$ cat src/rtl/ethernet_rx.sv
// RMII receive path: preamble/SFD hunt, header parse, destination filter,
// CRC-32 check and a 4-byte delay line that keeps the FCS off the payload stream.
module ethernet_rx #(
   parameter int unsigned MIN_PRE = 8
) (
   input  logic        clk,
   input  logic        rst,
   input  logic        axiiv,
   input  logic [1:0]  axiid,
   input  logic [47:0] my_mac,
   output logic        axiov,
   output logic [7:0]  axiod,
   output logic [47:0] src_mac,
   output logic [15:0] etype,
   output logic        frame_done,
   output logic        crc_ok,
   output logic        addr_ok
);
   localparam int unsigned PreW = $clog2(MIN_PRE + 2);
   localparam logic [31:0] CrcPoly = 32'hEDB88320;
   localparam logic [31:0] CrcResidue = 32'hDEBB20E3;
   localparam logic [10:0] ByteMax = 11'd2047;

   typedef enum logic [1:0] {StDrop, StHunt, StHeader, StPayload} state_e;

   state_e          state_q, state_d;
   logic [PreW-1:0] pre_cnt_q, pre_cnt_d;
   logic [1:0]      dibit_cnt_q, dibit_cnt_d;
   logic [10:0]     byte_cnt_q, byte_cnt_d;
   logic [7:0]      shift_q, shift_d;
   logic [31:0]     crc_q, crc_d;
   logic            mac_match_q, mac_match_d;
   logic            bc_match_q, bc_match_d;
   logic [47:0]     src_sh_q, src_sh_d;
   logic [15:0]     etype_sh_q, etype_sh_d;
   logic [3:0][7:0] dl_q, dl_d;
   logic [2:0]      dl_fill_q, dl_fill_d;
   logic            axiov_q, axiov_d;
   logic [7:0]      axiod_q, axiod_d;
   logic [47:0]     src_mac_q, src_mac_d;
   logic [15:0]     etype_q, etype_d;
   logic            frame_done_q, frame_done_d;
   logic            crc_ok_q, crc_ok_d;
   logic            addr_ok_q, addr_ok_d;

   logic [5:0][7:0] mac_bytes;
   logic [2:0]      mac_idx;
   logic [7:0]      new_byte;
   logic [31:0]     crc_dibit;
   logic            good_addr, good_crc;

   function automatic logic [31:0] crc_step(input logic [31:0] c, input logic b);
      crc_step = (c >> 1) ^ ((c[0] ^ b) ? CrcPoly : 32'h0);
   endfunction

   assign mac_bytes = my_mac;
   assign mac_idx   = 3'd5 - byte_cnt_q[2:0];
   assign new_byte  = {axiid, shift_q[7:2]};
   assign crc_dibit = crc_step(crc_step(crc_q, axiid[0]), axiid[1]);

   always_comb begin
      state_d      = state_q;
      pre_cnt_d    = pre_cnt_q;
      dibit_cnt_d  = dibit_cnt_q;
      byte_cnt_d   = byte_cnt_q;
      shift_d      = shift_q;
      crc_d        = crc_q;
      mac_match_d  = mac_match_q;
      bc_match_d   = bc_match_q;
      src_sh_d     = src_sh_q;
      etype_sh_d   = etype_sh_q;
      dl_d         = dl_q;
      dl_fill_d    = dl_fill_q;
      axiov_d      = 1'b0;
      axiod_d      = axiod_q;
      src_mac_d    = src_mac_q;
      etype_d      = etype_q;
      frame_done_d = 1'b0;
      crc_ok_d     = 1'b0;
      addr_ok_d    = 1'b0;
      good_addr    = (mac_match_q | bc_match_q) && (byte_cnt_q >= 11'd6);
      good_crc     = (crc_q == CrcResidue) && (byte_cnt_q >= 11'd18) && (dibit_cnt_q == 2'd0);

      unique case (state_q)
         StDrop: begin
            if (!axiiv) begin
               state_d   = StHunt;
               pre_cnt_d = '0;
            end
         end
         StHunt: begin
            if (!axiiv) begin
               pre_cnt_d = '0;
            end else if (axiid == 2'b01) begin
               if (pre_cnt_q < PreW'(MIN_PRE)) pre_cnt_d = pre_cnt_q + PreW'(1);
            end else if (axiid == 2'b11 && pre_cnt_q >= PreW'(MIN_PRE)) begin
               state_d     = StHeader;
               crc_d       = '1;
               dibit_cnt_d = '0;
               byte_cnt_d  = '0;
               mac_match_d = 1'b1;
               bc_match_d  = 1'b1;
               dl_fill_d   = '0;
            end else begin
               state_d = StDrop;
            end
         end
         StHeader, StPayload: begin
            if (!axiiv) begin
               frame_done_d = 1'b1;
               crc_ok_d     = good_crc;
               addr_ok_d    = good_addr;
               if (good_crc && good_addr) begin
                  src_mac_d = src_sh_q;
                  etype_d   = etype_sh_q;
               end
               dl_d      = '0;
               dl_fill_d = '0;
               pre_cnt_d = '0;
               state_d   = StHunt;
            end else begin
               crc_d       = crc_dibit;
               shift_d     = new_byte;
               dibit_cnt_d = dibit_cnt_q + 2'd1;
               if (dibit_cnt_q == 2'd3) begin
                  if (byte_cnt_q != ByteMax) byte_cnt_d = byte_cnt_q + 11'd1;
                  if (state_q == StHeader) begin
                     if (byte_cnt_q < 11'd6) begin
                        if (new_byte != mac_bytes[mac_idx]) mac_match_d = 1'b0;
                        if (new_byte != 8'hFF) bc_match_d = 1'b0;
                     end else if (byte_cnt_q < 11'd12) begin
                        src_sh_d = {src_sh_q[39:0], new_byte};
                     end else begin
                        etype_sh_d = {etype_sh_q[7:0], new_byte};
                     end
                     if (byte_cnt_q == 11'd13) state_d = StPayload;
                  end else begin
                     // Oldest byte leaves only once four newer bytes exist, so FCS never escapes
                     dl_d = {dl_q[2:0], new_byte};
                     if (dl_fill_q == 3'd4) begin
                        if (mac_match_q | bc_match_q) begin
                           axiov_d = 1'b1;
                           axiod_d = dl_q[3];
                        end
                     end else begin
                        dl_fill_d = dl_fill_q + 3'd1;
                     end
                  end
               end
            end
         end
         default: state_d = StDrop;
      endcase
   end

   always_ff @(posedge clk) begin
      if (rst) begin
         state_q      <= StDrop;
         pre_cnt_q    <= '0;
         dibit_cnt_q  <= '0;
         byte_cnt_q   <= '0;
         shift_q      <= '0;
         crc_q        <= '1;
         mac_match_q  <= 1'b0;
         bc_match_q   <= 1'b0;
         src_sh_q     <= '0;
         etype_sh_q   <= '0;
         dl_q         <= '0;
         dl_fill_q    <= '0;
         axiov_q      <= 1'b0;
         axiod_q      <= '0;
         src_mac_q    <= '0;
         etype_q      <= '0;
         frame_done_q <= 1'b0;
         crc_ok_q     <= 1'b0;
         addr_ok_q    <= 1'b0;
      end else begin
         state_q      <= state_d;
         pre_cnt_q    <= pre_cnt_d;
         dibit_cnt_q  <= dibit_cnt_d;
         byte_cnt_q   <= byte_cnt_d;
         shift_q      <= shift_d;
         crc_q        <= crc_d;
         mac_match_q  <= mac_match_d;
         bc_match_q   <= bc_match_d;
         src_sh_q     <= src_sh_d;
         etype_sh_q   <= etype_sh_d;
         dl_q         <= dl_d;
         dl_fill_q    <= dl_fill_d;
         axiov_q      <= axiov_d;
         axiod_q      <= axiod_d;
         src_mac_q    <= src_mac_d;
         etype_q      <= etype_d;
         frame_done_q <= frame_done_d;
         crc_ok_q     <= crc_ok_d;
         addr_ok_q    <= addr_ok_d;
      end
   end

   assign axiov      = axiov_q;
   assign axiod      = axiod_q;
   assign src_mac    = src_mac_q;
   assign etype      = etype_q;
   assign frame_done = frame_done_q;
   assign crc_ok     = crc_ok_q;
   assign addr_ok    = addr_ok_q;

endmodule

$ cat config.mk
export PLATFORM = sky130hd
export DESIGN_NAME = ethernet_rx
export DESIGN_NICKNAME = d
export VERILOG_FILES = /design/src/rtl/ethernet_rx.sv
export SDC_FILE = /design/constraint.sdc
export NUM_CORES = 1
export LEC_CHECK = 0
export CAP_MARGIN = 20
export CELL_PAD_IN_SITES_DETAIL_PLACEMENT = 1
export CELL_PAD_IN_SITES_GLOBAL_PLACEMENT = 1
export CORE_MARGIN = 5
export CORE_UTILIZATION = 39
export CTS_BUF_LIST = sky130_fd_sc_hd__clkbuf_8
export DETAILED_ROUTE_END_ITERATION = 10
export PLACE_DENSITY = 0.78
export SYNTH_ARGS = -nofsm -noshare
export SYNTH_HDL_FRONTEND = slang
export SYNTH_SLANG_ARGS = --single-unit
$ cat constraint.sdc
create_clock -name clk -period 2.1 [get_ports clk]
set_input_delay 0.42 -clock clk [delete_from_list [all_inputs] [get_ports clk]]
set_output_delay 0.42 -clock clk [all_outputs]
set_load 0.01 [all_outputs]
Yosys cells after proc, flatten, opt, wreduce, memory -nomap -nowiden:

Index checks and enable logic that the tools add are counted.

* add/sub/neg operators: 5
* $lt $le $gt $ge: 7
* equality and inequality tests: 33
* multiplexer cells: 63
* bitwise gates (word level): 12
* reductions and logical operators: 26

Operator list (number)
* $mux 32: 9
* $mux 11: 6
* $pmux 32 s2: 1
* $xor 31x32->32: 2
* $eq 32x32->1 const B: 1
* $ne 2x2->1 const B: 13
* $bmux 8 s3: 1
* $mux 2: 12
* $reduce_and 6->1: 4
* $pmux 11 s2: 1
* $mux 3: 7
* $ne 3x3->1 const B: 7
* $reduce_and 9->1: 2
* $mux 4: 4
* $mux 1: 15
* $reduce_and 7->1: 2
* $add 11x1->11 const B: 1
* $eq 11x4->1 const B: 1
* $ge 11x3->1 const B: 1
* $ge 11x5->1 const B: 1
* $lt 11x3->1 const B: 1
* $lt 11x4->1 const B: 1
* $ne 11x11->1 const B: 1
* $reduce_and 3->1: 3
* 30 further kinds: 49

* flip-flop bits (word level): 236
* input bits: 53
* logic and storage cells: 168

Logic depth before layout (Yosys ltp):

* depth in word-level cells: 10
* mapped depth: 11
* mapped depth without buffers: 8

Least setup slack after synthesis:

OpenSTA, ideal clock, no wires.

* path type: flip-flop to flip-flop
* start: register byte_cnt_q[1]
* end: register mac_match_q
* arrival: 2.301 ns
* required time: 2.042 ns
* slack: -0.258 ns
* cell stages (with the launch flop): 12
* buffers on the path: 3
* period minus slack after synthesis: 2.358 ns
* path through: dfxtp_1 > clkbuf_1 > inv_1 > ha_1 > buf_2 > clkbuf_1 > nand3_1 > o211ai_1 > o21ai_0 > xnor2_1 > a211oi_1 > a31o_2

* longest elaborated chain between the ends: 6

Ends and longest elaborated chain
* start, declared: line 29 `logic [10:0] byte_cnt_q, byte_cnt_d;`
* start signal, assigned: line 181 `byte_cnt_q <= byte_cnt_d;`
* $sub 3x3->3: line 57 `assign mac_idx = 3'd5 - byte_cnt_q[2:0];`
* $bmux 8 s3: line 129 `if (new_byte != mac_bytes[mac_idx]) mac_match_d = 1'b0;`
* $mux 8 (implied by the code): line 129
* $ne 8x8->1: line 129
* $ne 2x2->1 (no line)
* $reduce_and 9->1 (no line) (*)
* end signal, assigned: line 184 `mac_match_q <= mac_match_d;`
* end, declared: line 32 `logic mac_match_q, mac_match_d;`

Every way passes the cells marked *; elsewhere a longest branch is shown, timed or not. The select of a mux whose other input is x is not followed.
A chain may end at the register's enable or synchronous reset.

Worst setup path in the final report:

* start: register byte_cnt_q[10]
* end: register src_mac_q[18], in the netlist src_mac[18]

* longest elaborated chain between the ends: 5

Ends and longest elaborated chain
* $ge 11x5->1: line 82 `good_crc = (crc_q == CrcResidue) && (byte_cnt_q >= 11'd18) && (dibit_cnt_q == 2'd0);`
* $logic_and 1x1->1 (2 in a row): line 82
* $logic_and 1x1->1 (*): line 113 `if (good_crc && good_addr) begin`
* $reduce_and 3->1 (no line) (*)
* end signal, assigned: line 192 `src_mac_q <= src_mac_d;`
* end, declared: line 40 `logic [47:0] src_mac_q, src_mac_d;`

Every way passes the cells marked *; elsewhere a longest branch is shown, timed or not.

==> results.tsv <==
metric	value	unit
status	finished clean	
synth_area	9990	sq um
grt-ovfl-total	0	
drt-pass1-iter-count	6	
post-route-min-period	2040	ps
leakagePower	4.53	nW
routedWlPerCell	16.6	um
synthArstFlopShare	0	
num_vias	8383	
design.portCount	129	
endpoint_kind	flop	
fmax	489	MHz
die_w	170	um
setup_viol	0	
rows	58	
synth_top_cell_by_area	dfxtp_1	
drc_errors	0	
grt_pass1_vias	8708	
p_per_area	707	nW/um^2
slew_violations	0	
cts_buffers	40	
arrival	2500	ps
avgSynthCellArea	8.74	sq um
cts_sinks	234	
hold_class	input pin to flop	
antenna_found_initial	0	
synth_warnings	0	
diodes	0	
ir_worst_vdd	0.373	mV
ys_ff_latch	234	
fin_crit_sh	0.973	
core_area	25200	sq um
power	8.99	mW
cts_htree_levels	2	
die_area	28900	sq um
cts_root_buf	clkbuf_8	
tightestPinTransition	543	ps
grt_max_degree	78	
synth-edff-count	0	
grt_pass1_wl	44600	um
cp.required	2560	ps
start_kind	flop	
ys_seq_area_frac	0.469	
drv.max_cap_violation_count	0	
syn2layout_area_growth	27.3	%
fillers	2918	
tritoncts	built	
hpwl	18700	um
insertion_delay	550	ps
die_h	170	um
cts_max_path_buffers	3	
synth_nets	1207	
via_per_inst	5.10	
clk_pin_slew_worst_paths	60	ps
slew_headroom	0.638	
synth_flop_cell	dfxtp_1	
path_class	flop to flop	
synth_cell_types	54	
synth_cells	1143	
gp_congestion	0.813	
port_buffers	128	
drive_gt1_frac	0.196	
grt.total_usage	0.186	
drt_iter0_drc	352	
synth_area_leaders	dfxtp_1 (47%), nand2_1 (8.6%), a21oi_2 (5.3%)	
hold_viol_final	0	
initial_core_util	0.397	
final_util	0.505	
synth.top_cell.area_share	0.469	
ant_nets	0	
nNetsFinal	1350	
worst-path-max-fanout	64	
finClkSkew	26.0	ps
wirelength	27300	um
[sequential cells by signal, indices dropped and copies added, names as in the netlist, 3 cells and up]
name / count
src_sh_q: 48
shift_q: 6
pre_cnt_q: 4
dl_fill_q: 3
dl_q: 32
etype: 16
byte_cnt_q: 11
etype_sh_q: 16
src_mac: 48
crc_q: 32
axiod: 8
[where the power goes]
group          internal [mW]  switching [mW]
logic                  0.172           0.180
clock network           2.34            1.86
registers               4.44         0.00413
[metal layers]
metal  routed length, um  track usage  vias up
met1               11800        0.229     4077
li1                    -            -     4101
met4                 666       0.0597        0
met5                   0            0        -
met3                1060       0.0360       53
met2               13700        0.329      152
[per-stage QoR]
stage | setup TNS [ps] | cells | cell area, sq um | hold WS, ps | setup slack, ps
3_5_place_dp | -28510 | 1573 | 11800 | 451 | -369
3_3_place_gp | -19390 | 1573 | 11800 | 447 | -287
4_1_cts | 0 | 1643 | 12700 | 234 | 40.9
5_1_grt | -29.6 | 1644 | 12700 | 264 | -8.95
2_1_floorplan | 0 | 1143 | 10000 | 436 | 27.0
6_report | 0 | 1644 | 12700 | 269 | 56.8
[critical path, cell delays in order (launching register included)]
cell,delay (ps)
dfxtp_1,330
nor4_1,460
and3_1,260
a21oi_1,100
buf_4,170
nand4_4,70
buf_12,270
nand2_1,140
a21oi_2,130
[cell type report]
cell class / count / area (sq um) / area share
Multi-Input combinational cell: 814 / 4860 / 0.382
Sequential cell: 234 / 4690 / 0.369
Timing Repair Buffer: 183 / 1870 / 0.147
Clock buffer: 55 / 757 / 0.0595
Tap cell: 330 / 413 / 0.0325
Clock inverter: 15 / 76.3 / 0.00600
Inverter: 13 / 48.8 / 0.00384
[synthesized netlist by cell type, types with 2 or more instances]
| library cell | instances |
|---|---|
| a21oi_1 | 76 |
| a21oi_2 | 60 |
| a22oi_1 | 32 |
| a31oi_1 | 2 |
| a41o_1 | 2 |
| a41oi_1 | 4 |
| and2_1 | 3 |
| and3_1 | 4 |
| and4_1 | 3 |
| buf_1 | 2 |
| buf_12 | 6 |
| buf_2 | 13 |
| buf_6 | 2 |
| clkbuf_1 | 58 |
| dfxtp_1 | 234 |
| ha_1 | 11 |
| inv_1 | 13 |
| mux2i_1 | 44 |
| nand2_1 | 229 |
| nand2_2 | 61 |
| nand2b_1 | 16 |
| nand3_1 | 39 |
| nand4_1 | 8 |
| nand4b_1 | 4 |
| nand4bb_1 | 2 |
| nor2_1 | 101 |
| nor3_1 | 7 |
| nor4_1 | 3 |
| nor4b_1 | 2 |
| o211ai_1 | 11 |
| o21ai_0 | 22 |
| or3_1 | 2 |
| xnor2_1 | 34 |
| xor2_1 | 11 |
| xor2_4 | 3 |
[layout by cell type (no fill, tap or decap), types with 3 or more instances in the layout]
| cell type | count |
|---|---|
| nand3_1 | 38 |
| buf_4 | 40 |
| clkinv_2 | 3 |
| nand2_1 | 229 |
| o211ai_1 | 11 |
| inv_1 | 22 |
| xnor2_1 | 34 |
| nand2_2 | 61 |
| a41oi_1 | 3 |
| nand4b_1 | 4 |
| ha_1 | 10 |
| dfxtp_1 | 233 |
| and3_1 | 3 |
| nor2_1 | 100 |
| nand4_1 | 8 |
| and2_1 | 3 |
| clkbuf_8 | 55 |
| mux2i_1 | 44 |
| clkdlybuf4s50_1 | 127 |
| nand2b_1 | 16 |
| a21oi_1 | 76 |
| nor4_1 | 3 |
| a21oi_2 | 60 |
| a22oi_1 | 32 |
| buf_12 | 14 |
| xor2_1 | 11 |
| nor3_1 | 7 |
| o21ai_0 | 21 |
| xor2_4 | 3 |
[final timing paths]
kind              slack (ps)           start  cells past startpoint       endpoint
setup / recovery          60  byte_cnt_q[10]                      8    src_mac[18]
hold / removal           270             rst                      2  byte_cnt_q[0]
setup reg to reg          60  byte_cnt_q[10]                      8    src_mac[18]
hold reg to reg          440   etype_sh_q[8]                      2       etype[8]
[what timing repair did]
action	4_1_cts	5_1_grt
gates resized for setup	0	6
hold buffers	0	0
endpoints found under the setup margin	0	30
buffers inserted	0	1
[kinds of logic (layout without fill, tap and decap cells)]
family | Yosys count | count (layout) | synth area share
fa+ha+maj | 11 | 11 | 0.0138
simple gates | 493 | 493 | 0.228
buf+inv | 95 | 266 | 0.0490
compound gates | 217 | 217 | 0.148
flops | 234 | 234 | 0.469
xor+xnor | 48 | 48 | 0.0477
mux | 45 | 45 | 0.0452
Power figures use the tool's default switching activity.
